--- config.mk ---
export PLATFORM = sky130hd
export DESIGN_NAME = bcd_sevenseg_scan_flat
export DESIGN_NICKNAME = d
export VERILOG_FILES = /design/src/rtl/bcd_sevenseg_scan_if.sv /design/src/rtl/bcd_sevenseg_scan.sv /design/src/flat_wrapper.sv
export SDC_FILE = /design/constraint.sdc
export NUM_CORES = 1
export LEC_CHECK = 0
export ABC_AREA = 1
export CAP_MARGIN = 40
export CORE_MARGIN = 10
export CORE_UTILIZATION = 40
export DETAILED_ROUTE_END_ITERATION = 8
export DONT_BUFFER_PORTS = 1
export PLACE_DENSITY_LB_ADDON = 0.15
export SLEW_MARGIN = 10
export SYNTH_ARGS = -nofsm -noshare
export SYNTH_HDL_FRONTEND = slang
export SYNTH_SLANG_ARGS = --single-unit
--- constraint.sdc ---
create_clock -name clk -period 2.7 [get_ports clk]
set_clock_uncertainty 0.2 [all_clocks]
set_input_delay 0.54 -clock clk [delete_from_list [all_inputs] [get_ports clk]]
set_output_delay 0.54 -clock clk [all_outputs]
set_load 0.03 [all_outputs]
--- src/rtl/bcd_sevenseg_scan_if.sv ---
// Display-side bundle for bcd_sevenseg_scan: BCD load path in, anode/segment pins out.
// The CPU side takes the master modport and the scanner takes the slave modport.
interface bcd_sevenseg_scan_if #(
  parameter int NUM_DIGITS = 8
);
  logic [39:0]           bcd_in;
  logic                  load;
  logic [NUM_DIGITS-1:0] an;
  logic [6:0]            seg;
  logic                  dp;
  logic                  ovf;

  modport master (
    output bcd_in,
    output load,
    input  an,
    input  seg,
    input  dp,
    input  ovf
  );

  modport slave (
    input  bcd_in,
    input  load,
    output an,
    output seg,
    output dp,
    output ovf
  );
endinterface

--- src/rtl/bcd_sevenseg_scan.sv ---
// Time-multiplexed common-anode seven-segment driver fed from a 40-bit packed BCD snapshot.
// Define SEVSEG_BLANK_EN to suppress leading zeros (digit 0 is always shown).
module bcd_sevenseg_scan #(
  parameter int NUM_DIGITS     = 8,
  parameter int REFRESH_CYCLES = 100000,
  parameter int BLANK_CYCLES   = 1000
) (
  input logic                clk,
  input logic                rst,
  bcd_sevenseg_scan_if.slave bus
);

  localparam int IDX_W  = (NUM_DIGITS > 1) ? $clog2(NUM_DIGITS) : 1;
  localparam int CNT_W  = $clog2(REFRESH_CYCLES);
  localparam int DISP_W = 4 * NUM_DIGITS;

  localparam logic [IDX_W-1:0] IDX_MAX   = IDX_W'(NUM_DIGITS - 1);
  localparam logic [CNT_W-1:0] CNT_MAX   = CNT_W'(REFRESH_CYCLES - 1);
  localparam logic [CNT_W-1:0] CNT_BLANK = CNT_W'(BLANK_CYCLES);

  typedef enum logic {
    PH_BLANK = 1'b0,
    PH_ON    = 1'b1
  } phase_t;

  logic [DISP_W-1:0]     disp_q, disp_d;
  logic                  ovf_q, ovf_d;
  logic [IDX_W-1:0]      idx_q, idx_d;
  logic [CNT_W-1:0]      cnt_q, cnt_d;
  phase_t                phase_q, phase_d;
  logic [NUM_DIGITS-1:0] an_q, an_d;
  logic [6:0]            seg_q, seg_d;
  logic                  dp_q, dp_d;

  logic                  ovfIn;
  logic                  cntWrap;
  logic [3:0]            curNibble;

  function automatic logic [6:0] decodeDigit(input logic [3:0] nibble);
    logic [6:0] pattern;
    case (nibble)
      4'd0:    pattern = 7'b1000000;
      4'd1:    pattern = 7'b1111001;
      4'd2:    pattern = 7'b0100100;
      4'd3:    pattern = 7'b0110000;
      4'd4:    pattern = 7'b0011001;
      4'd5:    pattern = 7'b0010010;
      4'd6:    pattern = 7'b0000010;
      4'd7:    pattern = 7'b1111000;
      4'd8:    pattern = 7'b0000000;
      4'd9:    pattern = 7'b0010000;
      default: pattern = 7'b0111111;
    endcase
    return pattern;
  endfunction

  // Any non-zero BCD digit above the physical digit count means the value cannot be shown.
  generate
    if (NUM_DIGITS < 10) begin : gOvf
      assign ovfIn = |bus.bcd_in[39:DISP_W];
    end else begin : gNoOvf
      assign ovfIn = 1'b0;
    end
  endgenerate

  always_comb begin
    disp_d = disp_q;
    ovf_d  = ovf_q;
    if (bus.load) begin
      disp_d = bus.bcd_in[DISP_W-1:0];
      ovf_d  = ovfIn;
    end
  end

  always_comb begin
    cntWrap = (cnt_q == CNT_MAX);
    cnt_d   = cntWrap ? '0 : cnt_q + CNT_W'(1);
    idx_d   = idx_q;
    if (cntWrap) begin
      idx_d = (idx_q == IDX_MAX) ? '0 : idx_q + IDX_W'(1);
    end
  end

  // Anodes stay dark for the first BLANK_CYCLES of every slot so the previous digit cannot ghost.
  always_comb begin
    phase_d = phase_q;
    case (phase_q)
      PH_BLANK: if (cnt_d == CNT_BLANK) phase_d = PH_ON;
      PH_ON:    if (cntWrap) phase_d = PH_BLANK;
      default:  phase_d = PH_BLANK;
    endcase
  end

  assign curNibble = disp_q[{idx_q, 2'b00} +: 4];

`ifdef SEVSEG_BLANK_EN
  logic [IDX_W-1:0] msdIdx;

  always_comb begin
    msdIdx = '0;
    for (int k = 1; k < NUM_DIGITS; k++) begin
      if (disp_q[4*k +: 4] != 4'd0) begin
        msdIdx = IDX_W'(k);
      end
    end
  end

  always_comb begin
    seg_d = decodeDigit(curNibble);
    if (idx_q > msdIdx) begin
      seg_d = 7'h7F;
    end
  end
`else
  always_comb begin
    seg_d = decodeDigit(curNibble);
  end
`endif

  always_comb begin
    an_d = '1;
    if (phase_q == PH_ON) begin
      an_d[idx_q] = 1'b0;
    end
    dp_d = ~(ovf_q && (idx_q == IDX_MAX) && (phase_q == PH_ON));
  end

  // Pin drivers are registered, so they trail the scan state by one cycle.
  always_ff @(posedge clk or posedge rst) begin
    if (rst) begin
      disp_q  <= '0;
      ovf_q   <= 1'b0;
      idx_q   <= '0;
      cnt_q   <= '0;
      phase_q <= PH_BLANK;
      an_q    <= '1;
      seg_q   <= 7'h7F;
      dp_q    <= 1'b1;
    end else begin
      disp_q  <= disp_d;
      ovf_q   <= ovf_d;
      idx_q   <= idx_d;
      cnt_q   <= cnt_d;
      phase_q <= phase_d;
      an_q    <= an_d;
      seg_q   <= seg_d;
      dp_q    <= dp_d;
    end
  end

  assign bus.an  = an_q;
  assign bus.seg = seg_q;
  assign bus.dp  = dp_q;
  assign bus.ovf = ovf_q;

endmodule

--- src/flat_wrapper.sv ---
// flat-port wrapper written by rule: the top's interface ports become plain ports
module bcd_sevenseg_scan_flat 
#(
  parameter int NUM_DIGITS     = 8,
  parameter int REFRESH_CYCLES = 100000,
  parameter int BLANK_CYCLES   = 1000
)
  (clk, rst, bus_bcd_in, bus_load, bus_an, bus_seg, bus_dp, bus_ovf);
  bcd_sevenseg_scan_if #(.NUM_DIGITS(NUM_DIGITS)) bus_i ();
  input logic clk;
  input logic rst;
  input wire logic [$bits(bus_i.bcd_in)-1:0] bus_bcd_in;
  input wire logic [$bits(bus_i.load)-1:0] bus_load;
  output wire logic [$bits(bus_i.an)-1:0] bus_an;
  output wire logic [$bits(bus_i.seg)-1:0] bus_seg;
  output wire logic [$bits(bus_i.dp)-1:0] bus_dp;
  output wire logic [$bits(bus_i.ovf)-1:0] bus_ovf;
  assign bus_i.bcd_in = bus_bcd_in;
  assign bus_i.load = bus_load;
  assign bus_an = bus_i.an;
  assign bus_seg = bus_i.seg;
  assign bus_dp = bus_i.dp;
  assign bus_ovf = bus_i.ovf;
  bcd_sevenseg_scan #(.NUM_DIGITS(NUM_DIGITS), .REFRESH_CYCLES(REFRESH_CYCLES), .BLANK_CYCLES(BLANK_CYCLES)) u_core (.clk(clk), .rst(rst), .bus(bus_i));
endmodule
==> flow_summary.rst <==
.. list-table::
   :header-rows: 1

   * - Metric
     - Value
   * - Largest stage delay, worst path
     - 0.47 ns
   * - Worst hold path stage count
     - 1
   * - Critical path fanouts, max
     - 20
   * - Number of optimization iterations in the first detailed-route pass
     - 4
   * - Power share of the clock group
     - 0.369
   * - Relative contribution of combinational cells to total power
     - 0.064
   * - Share of layout cells above drive strength 1
     - 0.1614
   * - Number of vias in the routed layout
     - 2659
   * - Clock transition at the register clock pins on the worst setup and hold paths after CTS
     - approximately 0.080 ns
   * - Global-route wire length before repair
     - 14.23 mm
   * - Avg Cell Area, Syn
     - about 8 um2
   * - Time the worst path needs with I/O delays and setup
     - 2.134 ns
   * - Static power due to leakage
     - between 1.5 and 2 nW
   * - Status
     - finished clean
   * - Net count after synthesis
     - 488
   * - RSZ-0062 raised after global routing
     - false
   * - Final routed wirelength across all metal layers
     - 8.221 mm
   * - Worst relative slew slack
     - 0.5961
   * - Total die area
     - 12910 um2
   * - Num CTS Buffers
     - 9
   * - PnR worst setup slack
     - about 0.57 ns
   * - CTS H-tree depth
     - 3
   * - Worst-skew pair later-pin latency
     - between 0.3 and 0.4 ns
   * - Antenna-violating nets left
     - 0
   * - I/O pin count
     - 60
   * - Crit path cell chain
     - buf_4, o21ai_0, o22ai_1, nor2_1, inv_2, ha_1, nor2_1, nor2_1, o21ai_1, nand2_1
   * - Die W
     - about 110 um
   * - Hold-fix buffers at CTS
     - 1
   * - Required time at the endpoint of the critical path
     - 2.78 ns
   * - Cell at the root of the clock tree
     - clkbuf_8
   * - Flip-flop and latch count after synthesis
     - 70
   * - Number of global-route vias before repair
     - 2844
   * - Final-layout setup total negative slack
     - 0 ns
   * - Worst setup timing slack at the placement stage
     - between 0.5 and 0.6 ns
   * - Period utilization
     - 0.7903
   * - YS warnings
     - 0
   * - Kind of cell with the highest combined delay on the critical path
     - simple AND/OR/NAND/NOR gates
   * - Mean number of vias per cell
     - roughly 4.8
   * - Kind of start point of the critical path
     - flip-flop
   * - Core footprint
     - 8636 um2
   * - CTS tree
     - yes
   * - Number of violations reported at the end of detailed-routing iteration 0
     - 110
   * - Sequential group share of total power
     - 0.566
   * - Arrival time at the worst endpoint
     - 2.22 ns
   * - Critical path class
     - reg -> reg
   * - Die extent in y
     - ~110 um
   * - Quantity of gates resized following cts
     - 0
   * - Post-Synthesis Cells
     - approximately 440
   * - Count of input and output buffers
     - 0
   * - Clock sink total
     - 70
   * - Proportion of total power due to net switching
     - 0.2718
   * - Crit path buf inv count
     - 2
   * - Fraction of the yosys area taken by sequential cells
     - 0.5055
   * - Cell variety after synth
     - 29
   * - Area growth syn-to-layout
     - 7.997%
   * - Residual DRC count
     - 0
   * - Starting density of the core
     - 0.4058
   * - Routability cong.
     - 0.8576
   * - Final-report setup violation count
     - 0
   * - Cell with the biggest individual delay on the critical path
     - dfrtp_1
   * - Final HPWL from detailed placement
     - 6.317 mm
   * - Pin count of the biggest net entering global routing
     - 50
   * - Peak clock frequency supported by timing
     - about 470 MHz
   * - Cell repeated most along the worst path
     - nor2_1
   * - Net switching component of the power
     - ~0.57 mW
   * - Type of the most critical hold path
     - in -> reg
   * - Antenna diodes
     - 0
   * - Total gr overflow
     - 0
   * - Number of antenna violations at the first check in global routing
     - 0
   * - Number of post-CTS setup repair buffers
     - 0
   * - Highest ir drop seen on vdd
     - 0.0003061 V
   * - Post-Synthesis Cell Area
     - 3505 um2
   * - Number of max-cap violations
     - 0
   * - Combined global-route utilization of all metal layers
     - 0.1367
   * - Number of cells traversed by the worst register-to-register path
     - 10
   * - Per-cell routed wire length
     - 14.84 um
   * - Internal power
     - 1.525 mW
   * - Maximum count of clock buffers along a single path
     - 2
   * - Crit end category
     - flip-flop
   * - Placement Rows
     - 34
   * - Ratio of total power to cell area
     - 553.2 nW/um2
   * - Levels on crit path
     - 10
   * - Final slew viol count
     - 0
   * - Net total in the final layout
     - 492
   * - Count of final hold-check violations
     - 0
   * - Transition at the pin with the smallest max-transition slack
     - roughly 0.6 ns
==> layer usage <==
metal  global-route usage  share of wire  vias up
met4              0.05415          0.020        0
li1                     -              -     1371
met2               0.1985           0.43       60
met5                    0              0        -
met1               0.1834           0.49     1216
met3              0.04462          0.061       12
==> registers in the layout, indices dropped and copies added (netlist names) <==
name	cells
u_core.disp_q	32
u_core.bus.seg	7
u_core.bus.ovf	1
u_core.bus.an	8
u_core.idx_q	3
u_core.bus.dp	1
u_core.cnt_q	17
u_core.phase_q	1
==> synth_stat cells, drive strengths merged <==
| cell type | count | share of area |
|---|---|---|
| a21oi | 9 | 0.013 |
| a31oi | 1 | 0.0018 |
| buf | 4 | 0.013 |
| clkbuf | 6 | 0.0064 |
| clkinv | 2 | 0.0021 |
| dfrtp | 54 | 0.39 |
| dfstp | 16 | 0.12 |
| ha | 8 | 0.029 |
| inv | 61 | 0.065 |
| nand2 | 136 | 0.15 |
| nand3 | 22 | 0.034 |
| nand4 | 7 | 0.014 |
| nor2 | 60 | 0.078 |
| nor3 | 3 | 0.0043 |
| nor4 | 1 | 0.0018 |
| o211ai | 7 | 0.019 |
| o21ai | 35 | 0.051 |
| o21bai | 2 | 0.0043 |
| o22ai | 1 | 0.0018 |
| xor2 | 2 | 0.0050 |
==> final cells by class <==
type	count	area [um2]
Fill cell	902	4851
Sequential cell	70	1772
Multi-Input combinational cell	294	1429
Inverter	63	236.5
Clock buffer	11	141.4
Tap cell	108	135.1
Timing Repair Buffer	3	37.54
Clock inverter	5	33.78
==> worst register-to-register path, cell delays in order, from the launching register on <==
cell and delay, ns:
dfrtp_1 0.47, buf_4 0.24, o21ai_0 0.17, o22ai_1 0.09
nor2_1 0.30, inv_2 0.09, ha_1 0.19, nor2_1 0.09
nor2_1 0.06, o21ai_1 0.09, nand2_1 0.06
==> power groups by stage <==
stage | sequential [mW] | clock, mW | combinational (mW)
3_3_place_gp | 1.21 | 0 | 0.133
3_5_place_dp | 1.21 | 0 | 0.137
2_1_floorplan | 1.19 | 0 | 0.110
4_1_cts | 1.19 | 0.791 | 0.138
6_report | 1.19 | 0.774 | 0.134
5_1_grt | 1.19 | 0.843 | 0.162
==> logic make-up (layout without fill, tap and decap cells) <==
logic type               Yosys count  count (layout)  synth area share
flip-flops                        70              70            0.5055
adder cells (fa/ha/maj)            8               8           0.02856
XOR/XNOR                           2               2          0.004999
buffers and inverters             73              82           0.08675
AO/OA/AOI/OAI                     55              55           0.09104
AND/OR/NAND/NOR                  229             229            0.2831
==> cells in the final DEF, fill, tap and decap left out, types with 2 or more instances in the layout <==
cell type / netlist / layout
o21bai_1: 2 / 2
nor2_4: 3 / 3
a21oi_1: 9 / 9
nor3_1: 3 / 3
clkinv_1: 2 / 2
nor2_2: 10 / 10
nor2_1: 47 / 47
o211ai_1: 4 / 4
nand4_1: 6 / 6
nand2_1: 129 / 129
nand2_2: 7 / 7
clkinv_2: 0 / 2
ha_1: 8 / 8
inv_1: 50 / 49
dfstp_2: 16 / 16
o21ai_1: 13 / 13
clkinvlp_4: 0 / 2
o21ai_0: 21 / 21
nand3_1: 20 / 20
inv_2: 11 / 12
o211ai_2: 3 / 3
xor2_1: 2 / 2
clkbuf_8: 0 / 10
dfrtp_1: 54 / 54
nand3_2: 2 / 2
==> worst paths after layout <==
check / from / to / slack, ns
max in group asynchronous: rst / u_core.bus.an[7]$_DFF_PP1_ / 1.10
hold / removal: bus_load / u_core.disp_q[30]$_DFFE_PP0P_ / 0.09
setup reg to reg: u_core.idx_q[0]$_DFFE_PP0N_ / u_core.bus.seg[0]$_DFF_PP1_ / 0.57
hold reg to reg: u_core.disp_q[31]$_DFFE_PP0P_ / u_core.disp_q[31]$_DFFE_PP0P_ / 0.28
setup / recovery: u_core.idx_q[0]$_DFFE_PP0N_ / u_core.bus.seg[0]$_DFF_PP1_ / 0.57
min in group asynchronous: rst / u_core.disp_q[17]$_DFFE_PP0P_ / 0.52
==> per-stage QoR <==
| step | utilization | cells | area [um2] | power (mW) | hold slack [ns] |
|---|---|---|---|---|---|
| 2_1_floorplan | - | 437 | 3505 | 1.304 | 0.2367 |
| 3_3_place_gp | 0.4168 | 537 | 3600 | 1.342 | 0.2622 |
| 3_5_place_dp | 0.4168 | 537 | 3600 | 1.344 | 0.2635 |
| 4_1_cts | 0.4383 | 554 | 3785 | 2.117 | 0.08389 |
| 5_1_grt | 0.4383 | 554 | 3785 | 2.198 | 0.06487 |
| 6_report | 0.4383 | 554 | 3785 | 2.094 | 0.08708 |
Note: power is estimated with default switching activity, not from simulation.
